--- config.mk ---
export PLATFORM = sky130hd
export DESIGN_NAME = matrix_3x3_window
export DESIGN_NICKNAME = d
export VERILOG_FILES = /design/src/rtl/matrix_3x3_pkg.sv /design/src/rtl/matrix_3x3_shift.sv /design/src/rtl/matrix_3x3_window.sv
export SDC_FILE = /design/constraint.sdc
export NUM_CORES = 1
export LEC_CHECK = 0
export ABC_AREA = 1
export CORE_MARGIN = 1.5
export CORE_UTILIZATION = 54
export DETAILED_ROUTE_END_ITERATION = 8
export PLACE_DENSITY = 0.94
export SYNTH_ARGS = -nofsm -noshare
export SYNTH_HDL_FRONTEND = slang
export SYNTH_SLANG_ARGS = --single-unit
export TNS_END_PERCENT = 30
--- constraint.sdc ---
create_clock -name clk -period 8.1 [get_ports clk]
set_clock_uncertainty 0.1 [all_clocks]
set_input_delay 0.81 -clock clk [delete_from_list [all_inputs] [get_ports clk]]
set_output_delay 0.81 -clock clk [all_outputs]
set_load 0.02 [all_outputs]
--- src/rtl/matrix_3x3_pkg.sv ---
// Shared types and constants for the 3x3 window generator.
// The optional FIFO underflow monitor is enabled by defining MATRIX_UNDERFLOW_CHK_EN.
package matrix_3x3_pkg;

  typedef enum logic [1:0] {
    IDLE  = 2'd0,
    RUN   = 2'd1,
    FLUSH = 2'd2
  } state_t;

  localparam int FLUSH_CYCLES    = 4;
  // lb_clr covers the last two flush cycles, after the pipeline has drained
  localparam int FLUSH_CLR_START = 2;

  localparam int P11 = 0;
  localparam int P12 = 1;
  localparam int P13 = 2;
  localparam int P21 = 3;
  localparam int P22 = 4;
  localparam int P23 = 5;
  localparam int P31 = 6;
  localparam int P32 = 7;
  localparam int P33 = 8;

  // Row-major tap position; row 0 is the oldest line, col 0 the oldest column
  function automatic int tap_idx(input int row, input int col);
    return row * 3 + col;
  endfunction

endpackage

--- src/rtl/matrix_3x3_shift.sv ---
// 3-row x 3-column tap register; each shift pushes a new column in on the right.
// The tap registers drive o_win_data directly, p11 in the LSBs and p33 in the MSBs.
module matrix_3x3_shift
  import matrix_3x3_pkg::*;
#(
  parameter int DATA_WIDTH = 8
) (
  input  logic                    clk,
  input  logic                    rst,
  input  logic                    i_shift_en,
  input  logic [DATA_WIDTH-1:0]   i_col_top,
  input  logic [DATA_WIDTH-1:0]   i_col_mid,
  input  logic [DATA_WIDTH-1:0]   i_col_bot,
  output logic [9*DATA_WIDTH-1:0] o_win_data
);

  logic [DATA_WIDTH-1:0] w_col_in [0:2];

  assign w_col_in[0] = i_col_top;
  assign w_col_in[1] = i_col_mid;
  assign w_col_in[2] = i_col_bot;

  genvar gi, gj;
  generate
    for (gi = 0; gi < 3; gi++) begin : g_row
      logic [DATA_WIDTH-1:0] r_tap [0:2];

      always_ff @(posedge clk) begin
        if (rst) begin
          r_tap[0] <= '0;
          r_tap[1] <= '0;
          r_tap[2] <= '0;
        end else if (i_shift_en) begin
          r_tap[0] <= r_tap[1];
          r_tap[1] <= r_tap[2];
          r_tap[2] <= w_col_in[gi];
        end
      end

      for (gj = 0; gj < 3; gj++) begin : g_col
        assign o_win_data[tap_idx(gi, gj)*DATA_WIDTH +: DATA_WIDTH] = r_tap[gj];
      end
    end
  endgenerate

endmodule

--- src/rtl/matrix_3x3_window.sv ---
// Streaming 3x3 neighbourhood generator cascading rows through two external line FIFOs.
// Define MATRIX_UNDERFLOW_CHK_EN to add the rd_empty inputs and the sticky underflow flag.
module matrix_3x3_window
  import matrix_3x3_pkg::*;
#(
  parameter int DATA_WIDTH = 8,
  parameter int IMG_WIDTH  = 640,
  parameter int IMG_HEIGHT = 480
) (
  input  logic                    clk,
  input  logic                    rst,
  input  logic                    pix_valid,
  input  logic                    pix_sof,
  input  logic [DATA_WIDTH-1:0]   pix_data,
  output logic                    pix_ready,
  output logic                    lb0_wr_en,
  output logic [DATA_WIDTH-1:0]   lb0_wr_data,
  output logic                    lb0_rd_en,
  input  logic [DATA_WIDTH-1:0]   lb0_rd_data,
  output logic                    lb1_wr_en,
  output logic [DATA_WIDTH-1:0]   lb1_wr_data,
  output logic                    lb1_rd_en,
  input  logic [DATA_WIDTH-1:0]   lb1_rd_data,
`ifdef MATRIX_UNDERFLOW_CHK_EN
  input  logic                    lb0_rd_empty,
  input  logic                    lb1_rd_empty,
`endif
  output logic                    lb_clr,
  output logic                    win_valid,
  output logic [9*DATA_WIDTH-1:0] win_data,
  output logic                    sync_err,
  output logic                    underflow_err
);

  localparam int COL_W  = (IMG_WIDTH  > 1) ? $clog2(IMG_WIDTH)  : 1;
  localparam int ROW_W  = (IMG_HEIGHT > 1) ? $clog2(IMG_HEIGHT) : 1;
  localparam int FCNT_W = $clog2(FLUSH_CYCLES);

  localparam logic [COL_W-1:0]  COL_LAST   = COL_W'(IMG_WIDTH - 1);
  localparam logic [ROW_W-1:0]  ROW_LAST   = ROW_W'(IMG_HEIGHT - 1);
  localparam logic [ROW_W-1:0]  ROW_PENULT = ROW_W'(IMG_HEIGHT - 2);
  localparam logic [FCNT_W-1:0] FCNT_LAST  = FCNT_W'(FLUSH_CYCLES - 1);
  localparam logic [FCNT_W-1:0] FCNT_CLR   = FCNT_W'(FLUSH_CLR_START);

  state_t              r_state;
  state_t              w_state_next;
  logic [FCNT_W-1:0]   r_flush_cnt;
  logic [COL_W-1:0]    r_col;
  logic [ROW_W-1:0]    r_row;

  logic                w_accept;
  logic                w_take;
  logic                w_sof_err;
  logic                w_last;
  logic                w_kill;
  logic                w_shift;
  logic                w_row_ge1;
  logic                w_row_ge2;
  logic                w_row_le_penult;
  logic                w_col_ge2;

  logic                  r_lb0_wr_en;
  logic                  r_lb0_rd_en;
  logic                  r_lb1_rd_en;
  logic                  r_lb1_wr_en;
  logic [DATA_WIDTH-1:0] r_lb1_wr_data;
  logic                  r_win_valid;
  logic                  r_sync_err;

  logic                  r_s1_valid;
  logic                  r_s1_lb1_wr;
  logic                  r_s1_win;
  logic [DATA_WIDTH-1:0] r_s1_pix;
  logic                  r_s2_valid;
  logic                  r_s2_lb1_wr;
  logic                  r_s2_win;
  logic [DATA_WIDTH-1:0] r_s2_pix;

  // Handshake decode: IDLE only takes a frame start, RUN treats any sof as a sync loss
  assign w_accept  = pix_valid && pix_ready;
  assign w_take    = w_accept && (((r_state == IDLE) && pix_sof) ||
                                  ((r_state == RUN) && !pix_sof));
  assign w_sof_err = w_accept && (r_state == RUN) && pix_sof;
  assign w_last    = (r_col == COL_LAST) && (r_row == ROW_LAST);

  assign w_row_ge1       = (r_row != '0);
  assign w_row_ge2       = (r_row > ROW_W'(1));
  assign w_row_le_penult = (r_row <= ROW_PENULT);
  assign w_col_ge2       = (r_col > COL_W'(1));

  // In-flight pixels of an aborted frame are discarded so no writes reach the FIFOs while flushing
  assign w_kill  = w_sof_err || (r_state == FLUSH);
  assign w_shift = r_s2_valid && !w_kill;

  always_ff @(posedge clk) begin
    if (rst) begin
      if ((r_state == RUN) || (r_state == FLUSH)) begin
        r_state <= FLUSH;
      end else begin
        r_state <= IDLE;
      end
    end else begin
      r_state <= w_state_next;
    end
  end

  always_comb begin
    w_state_next = r_state;
    case (r_state)
      IDLE: begin
        if (w_take) begin
          w_state_next = RUN;
        end
      end
      RUN: begin
        if (w_sof_err) begin
          w_state_next = FLUSH;
        end else if (w_take && w_last) begin
          w_state_next = IDLE;
        end
      end
      FLUSH: begin
        if (r_flush_cnt == FCNT_LAST) begin
          w_state_next = IDLE;
        end
      end
      default: w_state_next = IDLE;
    endcase
  end

  always_comb begin
    pix_ready = 1'b0;
    lb_clr    = 1'b0;
    if (!rst) begin
      pix_ready = (r_state != FLUSH);
      lb_clr    = (r_state == FLUSH) && (r_flush_cnt >= FCNT_CLR);
    end
  end

  // Held at zero through rst so a mid-frame reset replays the full flush afterwards
  always_ff @(posedge clk) begin
    if (rst || (r_state != FLUSH)) begin
      r_flush_cnt <= '0;
    end else begin
      r_flush_cnt <= r_flush_cnt + FCNT_W'(1);
    end
  end

  always_ff @(posedge clk) begin
    if (rst || (r_state == FLUSH)) begin
      r_col <= '0;
      r_row <= '0;
    end else if (w_take) begin
      if (r_col == COL_LAST) begin
        r_col <= '0;
        r_row <= (r_row == ROW_LAST) ? '0 : r_row + ROW_W'(1);
      end else begin
        r_col <= r_col + COL_W'(1);
      end
    end
  end

  always_ff @(posedge clk) begin
    if (rst) begin
      r_lb0_wr_en   <= 1'b0;
      r_lb0_rd_en   <= 1'b0;
      r_lb1_rd_en   <= 1'b0;
      r_s1_valid    <= 1'b0;
      r_s1_lb1_wr   <= 1'b0;
      r_s1_win      <= 1'b0;
      r_s1_pix      <= '0;
      r_s2_valid    <= 1'b0;
      r_s2_lb1_wr   <= 1'b0;
      r_s2_win      <= 1'b0;
      r_s2_pix      <= '0;
      r_lb1_wr_en   <= 1'b0;
      r_lb1_wr_data <= '0;
      r_win_valid   <= 1'b0;
      r_sync_err    <= 1'b0;
    end else begin
      r_lb0_wr_en <= w_take && w_row_le_penult;
      r_lb0_rd_en <= w_take && w_row_ge1;
      r_lb1_rd_en <= w_take && w_row_ge2;
      r_s1_valid  <= w_take;
      r_s1_lb1_wr <= w_row_ge1 && w_row_le_penult;
      r_s1_win    <= w_row_ge2 && w_col_ge2;
      if (w_take) begin
        r_s1_pix <= pix_data;
      end

      // FIFO read data lands alongside stage 2
      r_s2_valid  <= r_s1_valid && !w_kill;
      r_s2_lb1_wr <= r_s1_lb1_wr;
      r_s2_win    <= r_s1_win;
      r_s2_pix    <= r_s1_pix;

      r_lb1_wr_en <= w_shift && r_s2_lb1_wr;
      if (w_shift && r_s2_lb1_wr) begin
        r_lb1_wr_data <= lb0_rd_data;
      end
      r_win_valid <= w_shift && r_s2_win;
      r_sync_err  <= w_sof_err;
    end
  end

  matrix_3x3_shift #(
    .DATA_WIDTH (DATA_WIDTH)
  ) u_shift (
    .clk        (clk),
    .rst        (rst),
    .i_shift_en (w_shift),
    .i_col_top  (lb1_rd_data),
    .i_col_mid  (lb0_rd_data),
    .i_col_bot  (r_s2_pix),
    .o_win_data (win_data)
  );

`ifdef MATRIX_UNDERFLOW_CHK_EN
  logic r_underflow;

  always_ff @(posedge clk) begin
    if (rst) begin
      r_underflow <= 1'b0;
    end else if ((r_lb0_rd_en && lb0_rd_empty) || (r_lb1_rd_en && lb1_rd_empty)) begin
      r_underflow <= 1'b1;
    end
  end

  assign underflow_err = r_underflow;
`else
  assign underflow_err = 1'b0;
`endif

  assign lb0_wr_en   = r_lb0_wr_en;
  assign lb0_wr_data = r_s1_pix;
  assign lb0_rd_en   = r_lb0_rd_en;
  assign lb1_wr_en   = r_lb1_wr_en;
  assign lb1_wr_data = r_lb1_wr_data;
  assign lb1_rd_en   = r_lb1_rd_en;
  assign win_valid   = r_win_valid;
  assign sync_err    = r_sync_err;

endmodule

# Yosys cells after proc, flatten, opt, wreduce, memory -nomap -nowiden
# Memories as Yosys holds them, arrays and structs flattened.
# Cells that the tools add are included.
# word_totals
mem_count	3
out_inout_bits	97
regBits	59
elab_cells	101
ramBits	72
# memory_table
memory	words	word_bits	read_ports	rd_clocked_by_memory_dff	write_ports	line	text
u_shift.g_row[0].r_tap	3	8	3	0	3	matrix_3x3_shift.sv:26	logic [DATA_WIDTH-1:0] r_tap [0:2];
u_shift.g_row[1].r_tap	3	8	3	0	3	matrix_3x3_shift.sv:26	
u_shift.g_row[2].r_tap	3	8	3	0	3	matrix_3x3_shift.sv:26	
# op_classes
order_cmp	4
n_reduce_logical	29
add_sub_neg	3
n_mux	25
bitwise	9
n_eq_ne	9
# op_table
operator	n
8-bit two-way mux	9
1-bit logical AND	18
2-bit two-way mux	6
10-bit by 1-bit adder with 10-bit output, second input constant	1
10-bit == test, second input constant	1
10-bit by 1-bit > comparator with 1-bit output, second input constant	1
10-bit two-way mux	1
9-bit by 1-bit adder with 9-bit output, second input constant	1
9-bit == test, second input constant	1
9-bit by 1-bit > comparator with 1-bit output, second input constant	1
9-bit <= comparator, second input constant	1
9-bit two-way mux	1
1-bit OR	9
9-bit nonzero test	1
1-bit two-way mux	7
2-bit one-hot mux with 3 select lines	1
1-bit logical OR	5
2-bit == test, second input constant	2
4-bit by 3-bit inequality test with 1-bit output, second input constant	1
3-bit by 2-bit inequality test with 1-bit output, second input constant	1
3-bit inequality test, second input constant	1
3-bit AND reduction	1
2-bit by 1-bit adder with 2-bit output, second input constant	1
2-bit by 1-bit == test with 1-bit output, second input constant	1
5 further kinds	6

# Depth between registers and ports, before layout
# Gate-level depths: netlist (run 1).
# logic_depth
word_depth	12
depth_mapped	11
ltp_nobuf	11

# Modules after synthesis
# A second synthesis (run 1) with hierarchy kept.
# hier_totals
hier_cells	604
hier_area_um2	5600.4
# by_module_without_submodules
mod	n_inst	area_each_um2	cells_per_inst
matrix_3x3_shift	1	2835.2	226
matrix_3x3_window	1	2765.2	378

# Worst setup path after synthesis (run 1)
# Ideal clock, no wire load.
# synth_timing
path_type	input-to-reg
from	input port rst
to	memory u_shift.g_row[0].r_tap[0][0] (enable)
required_time_ns	7.253
path_slack_ns	4.445
stages	8
arrival_time_ns	2.808
path_buffers	2
setup_ns	0.747
path_cell_list	buf_6 -> nor2_8 -> nand2_4 -> inv_4 -> nand3_4 -> buf_4 -> nand2_1 -> nand2_1
# synth_lines
element	line	text
start: declaration	matrix_3x3_window.sv:11	input logic rst,
end: declaration	matrix_3x3_shift.sv:26	

# Worst setup path after layout (run 1)
# layout_timing
from	input port rst
to	output port lb_clr
# layout_via
elab_chain_len	1
# layout_lines
element	line	text
1-bit two-way mux	matrix_3x3_window.sv:134	if (!rst) begin
end: declaration	matrix_3x3_window.sv:28	output logic lb_clr,
# No other way between the ends.

==> results.cfg, run 1 <==
[run_status]
outcome = complete, no violations

[clocking]
post-cts-setup-buffers = 0
total_number_of_h_tree_levels = 4
post_cts_hold_buffer_count = 0
clock_tree.buffer_depth = 2
number_of_instances_resized_during_post_cts_repair = 0
cts_made_buffers = 17
clk-insertion-delay-late_ns = 0.51
cts.root.buffer_cell = sky130_fd_sc_hd__clkbuf_8
tritoncts = yes
numClockSinks = 131
clk_pin_slew_worst_paths_ns = 0.06

[critical_path]
arrival_ns = 3.35
crit_path_end_kind = output port
critical-path-top-delay-family = buffers and inverters
timing.critical_path.mode_cell = sky130_fd_sc_hd__clkdlybuf4s50_1
timing_worst_setup_path_type = in -> out
path_buf_inv = 3
critPathMaxFanout = 16
critical_path.startpoint_type = input port
worstPathCellList = clkdlybuf4s50_1 -> clkinv_1 -> nand2_1 -> nor2_1 -> clkdlybuf4s50_1
required_ns = 7.19
critical_path.slowest_cell = sky130_fd_sc_hd__clkdlybuf4s50_1
timing.critical_path.slowest_cell_delay_ns = 0.93

[cells_and_area]
post_route_cells_drive_above_1_share_pct = 7.83
finalNonFillerCells = 861
fin_nets = 756
diodes = 0
layout-area-overhead-vs-synth_pct = 33.5
sequential_cell_area_um2 = 3360
multi_input_comb_area_um2 = 1630
fill_cells = 648
layout.core_utilization_pct = 75.4

[routing]
vias_per_cell = 5.03
drc_errors = 0
antenna_violating_nets_post_route = 0
routedLengthMet1_mm = 4.96
first_pass_iters = 5
vias = 4331
wirelength_mm = 12.6
top_layer_used = met4
initialDrtViolationCount = 281
wl_met2_mm = 6.57
wl_per_cell_um = 14.6
route.met3.wl_um = 833

[synth]
synthesis.area_um2 = 5600
syn-mean-instance-area_um2 = 9.49
synth_sequential_area_ratio_pct = 60.1
ys.flop_type = sky130_fd_sc_hd__edfxtp_1
number_of_flops_mapped_to_enable_cells_by_yosys = 74
synthesis.yosys.warnings = 0
yosys_register_bits = 131
post_synth_inst_count = 590
synth_cell_types = 35
synthesis.nets = 631
synth-async-reset-ratio_pct = 0

[power_and_ir_drop]
total_power_uw = 1830
p_leak_uw = 0.00308
vdd.ir_drop.worst_mv = 0.154
power_per_cell_area_nw_per_um2 = 245

[timing]
finalSetupTns_ns = 0
rsz0062_at_grt = false
timing_hold_violations_final = 0
fmaxAchievable_ghz = 0.235
finalCriticalPeriod_ns = 4.26
final_max_slew_viol_count = 0
slew_headroom_pct = 38.3
timing_worst_slew_pin_value_ns = 0.925
layout_worst_path_cycle_share_pct = 52.6
hold_slack_ns = 0.302
setup-violations-final = 0

[floorplanning]
floorplan.initialDensity_pct = 56.5
number_of_rows_in_the_core_area = 36
io_pins = 125
die_x_um = 105
fp.coreArea_um2 = 9910
floorplan.die_area_um2 = 11000
die_y_um = 105

[global_route]
grt_pass1_vias = 4114
total_congestion_overflow_after_global_routing = 0
grt_first_pass_wirelength_mm = 20.2
grt_max_degree = 74
global_route.usage.total_pct = 23.5
grt_antenna_before_repair = 0

[job]
maxCapViolations = 0

[placed_design]
numPlacedInstances = 829
detailed_place_hpwl_mm = 8.49
gp_congestion = 0.940
io_buffers = 123

[min_path]
hold_path_class = reg -> reg
==> report_power, final <==
| group | total (uW) | internal [uW] | switching (uW) | leakage (uW) |
|---|---|---|---|---|
| registers | 776 | 753 | 23.0 | 0.00123 |
| clock network | 796 | 504 | 292 | 0.000297 |
| logic | 255 | 96.3 | 159 | 0.00156 |
==> placed cells by master (no fill, tap or decap), drive strengths merged, types with 13 or more instances in the layout <==
master and count:
nand4 13, ha 13, a21oi 23, nand2 89
o21ai 16, inv 124, nor2 126, clkbuf 18
clkdlybuf4s50 123, nand3 23, dfxtp 57, edfxtp 74
==> cell families (layout without fill, tap and decap cells) <==
family,after synthesis,after routing,share of synthesized area (%)
simple gates,259,259,21.2
fa+ha+maj,13,13,2.91
compound gates,43,43,4.11
other cells,1,1,0.0670
buf+inv,138,276,10.8
xor+xnor,5,5,0.782
flops,131,131,60.1
==> area by class of cell <==
type / count / share of cell area, %
inverter: 121 / 6.11
clock buffer: 18 / 5.59
multi-input combinational: 321 / 21.9
sequential: 131 / 45.0
tap: 133 / 2.23
timing repair buffer: 123 / 16.5
clock inverter: 14 / 2.70
==> cells in the mapped netlist (2+ instances only) <==
| master | number | area [um^2] |
|---|---|---|
| sky130_fd_sc_hd__a21oi_1 | 23 | 115 |
| sky130_fd_sc_hd__nor3_1 | 5 | 25.0 |
| sky130_fd_sc_hd__inv_1 | 118 | 443 |
| sky130_fd_sc_hd__nand2_1 | 86 | 323 |
| sky130_fd_sc_hd__nor2_1 | 113 | 424 |
| sky130_fd_sc_hd__nor2_2 | 10 | 62.6 |
| sky130_fd_sc_hd__buf_6 | 10 | 113 |
| sky130_fd_sc_hd__dfxtp_1 | 57 | 1140 |
| sky130_fd_sc_hd__buf_2 | 3 | 15.0 |
| sky130_fd_sc_hd__edfxtp_1 | 74 | 2220 |
| sky130_fd_sc_hd__ha_1 | 13 | 163 |
| sky130_fd_sc_hd__nor2_8 | 3 | 60.1 |
| sky130_fd_sc_hd__nor4_1 | 2 | 12.5 |
| sky130_fd_sc_hd__nand4_1 | 13 | 81.3 |
| sky130_fd_sc_hd__nand3_4 | 3 | 52.6 |
| sky130_fd_sc_hd__nand3_1 | 18 | 90.1 |
| sky130_fd_sc_hd__nand3_2 | 2 | 20.0 |
| sky130_fd_sc_hd__buf_4 | 2 | 15.0 |
| sky130_fd_sc_hd__nand2_4 | 2 | 22.5 |
| sky130_fd_sc_hd__xor2_1 | 4 | 35.0 |
| sky130_fd_sc_hd__o21ai_0 | 15 | 75.1 |
==> registers in the layout (all words and copies together) (netlist names) <==
name,flops
u_shift.g_row.r_tap,72
r_col,10
r_row,9
lb0_wr_data,8
lb1_wr_data,8
r_s2_pix,8
r_flush_cnt,2
r_state,2
lb0_rd_en,1
lb0_wr_en,1
lb1_rd_en,1
lb1_wr_en,1
r_s1_lb1_wr,1
r_s1_valid,1
r_s1_win,1
r_s2_lb1_wr,1
r_s2_valid,1
r_s2_win,1
sync_err,1
win_valid,1
==> worst paths after layout <==
path,startpoint,to,slack [ns],cells after the start
setup reg to reg,r_state[0]$_SDFFCE_PP0P_,u_shift.g_row[0].r_tap[0][11]$_SDFFCE_PN0P_,5.17,5
setup / recovery,rst,lb_clr,3.84,5
hold / removal,r_s1_win$_SDFF_PP0_,r_s2_win$_SDFF_PP0_,0.30,2
hold reg to reg,r_s1_win$_SDFF_PP0_,r_s2_win$_SDFF_PP0_,0.30,2
==> layer usage <==
layer,track usage (%),vias to the layer above
met1,27.4,2016
met5,0,-
met3,4.74,19
met4,7.63,0
met2,42.9,209
li1,-,2087
==> metrics by stage <==
| stage | setup slack, ns | cell area (um^2) |
|---|---|---|
| floorplan | 4.45 | 5600 |
| global placement | 3.92 | 6850 |
| detailed placement | 3.84 | 6850 |
| CTS | 3.85 | 7470 |
| global route | 3.65 | 7470 |
| finish | 3.84 | 7470 |
==> tightest hold or removal path, stage by stage (launching register included) <==
cell and delay, ns:
sky130_fd_sc_hd__dfxtp_1 0.29, sky130_fd_sc_hd__inv_1 0.04, sky130_fd_sc_hd__nor2_1 0.03
Power figures use the tool's default switching activity.
==> run 2: changes to the inputs <==
CORE_UTILIZATION = 50   (was 54)
PLACE_DENSITY = 0.88   (was 0.94)
clock period = 4.05 ns   (was 8.1 ns; I/O delays follow)
==> run 2 against run 1 <==
Effect of this change:
- power increased by 97%
- hold slack gained 0.011 ns
- final area barely moved
- global-route usage is 2.8 points lower
- sequential share of layout area is essentially flat
- critical path type is now reg -> reg
- critical endpoint is now u_shift.g_row[0].r_tap[0][11]$_SDFFCE_PN0P_
- largest power group is now sequential cells
==> results.cfg, run 2 (synthesized netlist as in run 1, its figures left out) <==
[run_status]
outcome = complete, no violations

[floorplanning]
die_y_um = 109
floorplan.initialDensity_pct = 51.4
die_x_um = 109
floorplan.die_area_um2 = 11800
fp.coreArea_um2 = 10900
io_pins = 125
number_of_rows_in_the_core_area = 38

[timing]
final_max_slew_viol_count = 0
layout_worst_path_cycle_share_pct = 69.9
timing_worst_slew_pin_value_ns = 0.877
finalSetupTns_ns = 0
rsz0062_at_grt = false
fmaxAchievable_ghz = 0.353
timing.final.ws_setup_ns = 1.22
timing_hold_violations_final = 0
slew_headroom_pct = 41.5
setup-violations-final = 0
finalCriticalPeriod_ns = 2.83

[cells_and_area]
mostFrequentLayoutCells = sky130_fd_sc_hd__clkdlybuf4s50_1 (123), sky130_fd_sc_hd__inv_1 (118), sky130_fd_sc_hd__nor2_1 (113), sky130_fd_sc_hd__nand2_1 (85), sky130_fd_sc_hd__edfxtp_1 (74)
largest-register = u_shift.g_row.r_tap
reg.largest.list = u_shift.g_row.r_tap x72, r_col x10, r_row x9
layout.core_utilization_pct = 68.6
layout_commonest_cell = sky130_fd_sc_hd__clkdlybuf4s50_1
fill_cells = 801
largest_register_ffs = 72
layout-area-overhead-vs-synth_pct = 33.5
multi_input_comb_area_um2 = 1630
fin_nets = 757
diodes = 0
post_route_cells_drive_above_1_share_pct = 7.82
sequential_cell_area_um2 = 3360

[critical_path]
critical_path.startpoint_type = register
reg2reg_to = u_shift.g_row[0].r_tap[0][11]$_SDFFCE_PN0P_
critPathMaxFanout = 72
worstReg2RegStart = r_state[0]$_SDFFCE_PP0P_
critical_path.slowest_cell = sky130_fd_sc_hd__nand2_4
timing_worst_setup_path_type = reg -> reg
path_buf_inv = 1
required_ns = 4.08
worstPathCellList = inv_1 -> ha_1 -> nor2_1 -> nand2_1 -> nand2_4
ff2ff_path_depth = 5
arrival_ns = 2.86
crit_path_end_kind = register
critical-path-top-delay-family = simple AND/OR/NAND/NOR gates
timing.critical_path.slowest_cell_delay_ns = 0.69
timing.reg2reg.setup_slack_ns = 1.22

[global_route]
grt_pass1_vias = 3988
global_route.usage.total_pct = 20.7
grt_max_degree = 74
grt_first_pass_wirelength_mm = 18.7
total_congestion_overflow_after_global_routing = 0
grt_antenna_before_repair = 0

[clocking]
cts.root.buffer_cell = sky130_fd_sc_hd__clkbuf_8
total_number_of_h_tree_levels = 4
clk_pin_slew_worst_paths_ns = 0.06
cts_made_buffers = 17
post_cts_hold_buffer_count = 0
clk-insertion-delay-late_ns = 0.51
clock_tree.buffer_depth = 2
number_of_instances_resized_during_post_cts_repair = 0
tritoncts = yes
post-cts-setup-buffers = 0
numClockSinks = 131

[power_and_ir_drop]
vdd.ir_drop.worst_mv = 0.296
power_per_cell_area_nw_per_um2 = 481
p_leak_uw = 0.00308
total_power_uw = 3590

[job]
maxCapViolations = 0

[placed_design]
io_buffers = 123
detailed_place_hpwl_mm = 8.19
pre_cts_ws_ns = 0.924
gp_congestion = 0.817

[min_path]
min_delay_worst_endpoint = win_valid$_SDFF_PP0_
hold_path_class = reg -> reg
min_from = r_s2_win$_SDFF_PP0_
whs_path_depth = 2

[routing]
initialDrtViolationCount = 323
wl_per_cell_um = 13.3
drc_errors = 0
first_pass_iters = 7
vias_per_cell = 4.83
vias = 4199
antenna_violating_nets_post_route = 0
wirelength_mm = 11.6
-- run 2: cell count changes in the layout (fill, tap and decap cells not counted), sizes merged --
cell / change
clkinvlp: +1
inv: -4
buf: +1
clkinv: +3
-- run 2: tightest hold or removal path, delay by kind of cell (launching register included) --
family                 cells  cell delay, ns
buffers and inverters      1            0.04
AND/OR/NAND/NOR            1            0.03
flip-flops                 1            0.30
-- run 2: worst max path at each step --
stage               depth (start not counted)                                           to                startpoint  slack (ns)
finish                                      5  u_shift.g_row[0].r_tap[0][11]$_SDFFCE_PN0P_  r_state[0]$_SDFFCE_PP0P_        1.22
global route                                5  u_shift.g_row[0].r_tap[0][18]$_SDFFCE_PN0P_  r_state[0]$_SDFFCE_PP0P_        1.05
CTS                                         5   u_shift.g_row[2].r_tap[0][4]$_SDFFCE_PN0P_  r_state[0]$_SDFFCE_PP0P_        1.23
detailed placement                          7   u_shift.g_row[2].r_tap[0][7]$_SDFFCE_PN0P_                       rst        0.92
global placement                            7  u_shift.g_row[2].r_tap[0][20]$_SDFFCE_PN0P_                       rst        1.01
floorplan                                   9   u_shift.g_row[0].r_tap[0][0]$_SDFFCE_PN0P_  r_state[0]$_SDFFCE_PP0P_        0.64
-- run 2: stage by stage --
step                cell area, um^2  cells  hold slack, ns
floorplan                      5600    590           0.288
global placement               6870    837           0.304
detailed placement             6870    837           0.305
CTS                            7470    869           0.317
global route                   7470    869           0.325
finish                         7470    869           0.314
-- run 2: layer usage --
layer	up-vias	share of wire (%)	GRT usage, %	wire length [um]
li1	2085	-	-	-
met5	-	0	0	0
met3	29	7.6	5.32	880
met1	1901	41	24.1	4740
met4	0	2.0	8.74	228
met2	184	49	36.0	5720
-- run 2: power breakdown --
group | internal (uW) | switching, uW
sequential | 1510 | 42.5
combinational | 193 | 311
clock | 995 | 547
-- run 2: final cells by class --
| cell class | count | share of cell area, % |
|---|---|---|
| tap | 140 | 2.34 |
| timing repair buffer | 124 | 16.6 |
| multi-input combinational | 321 | 21.9 |
| clock inverter | 14 | 2.51 |
| inverter | 121 | 6.11 |
| clock buffer | 18 | 5.59 |
| sequential | 131 | 45.0 |
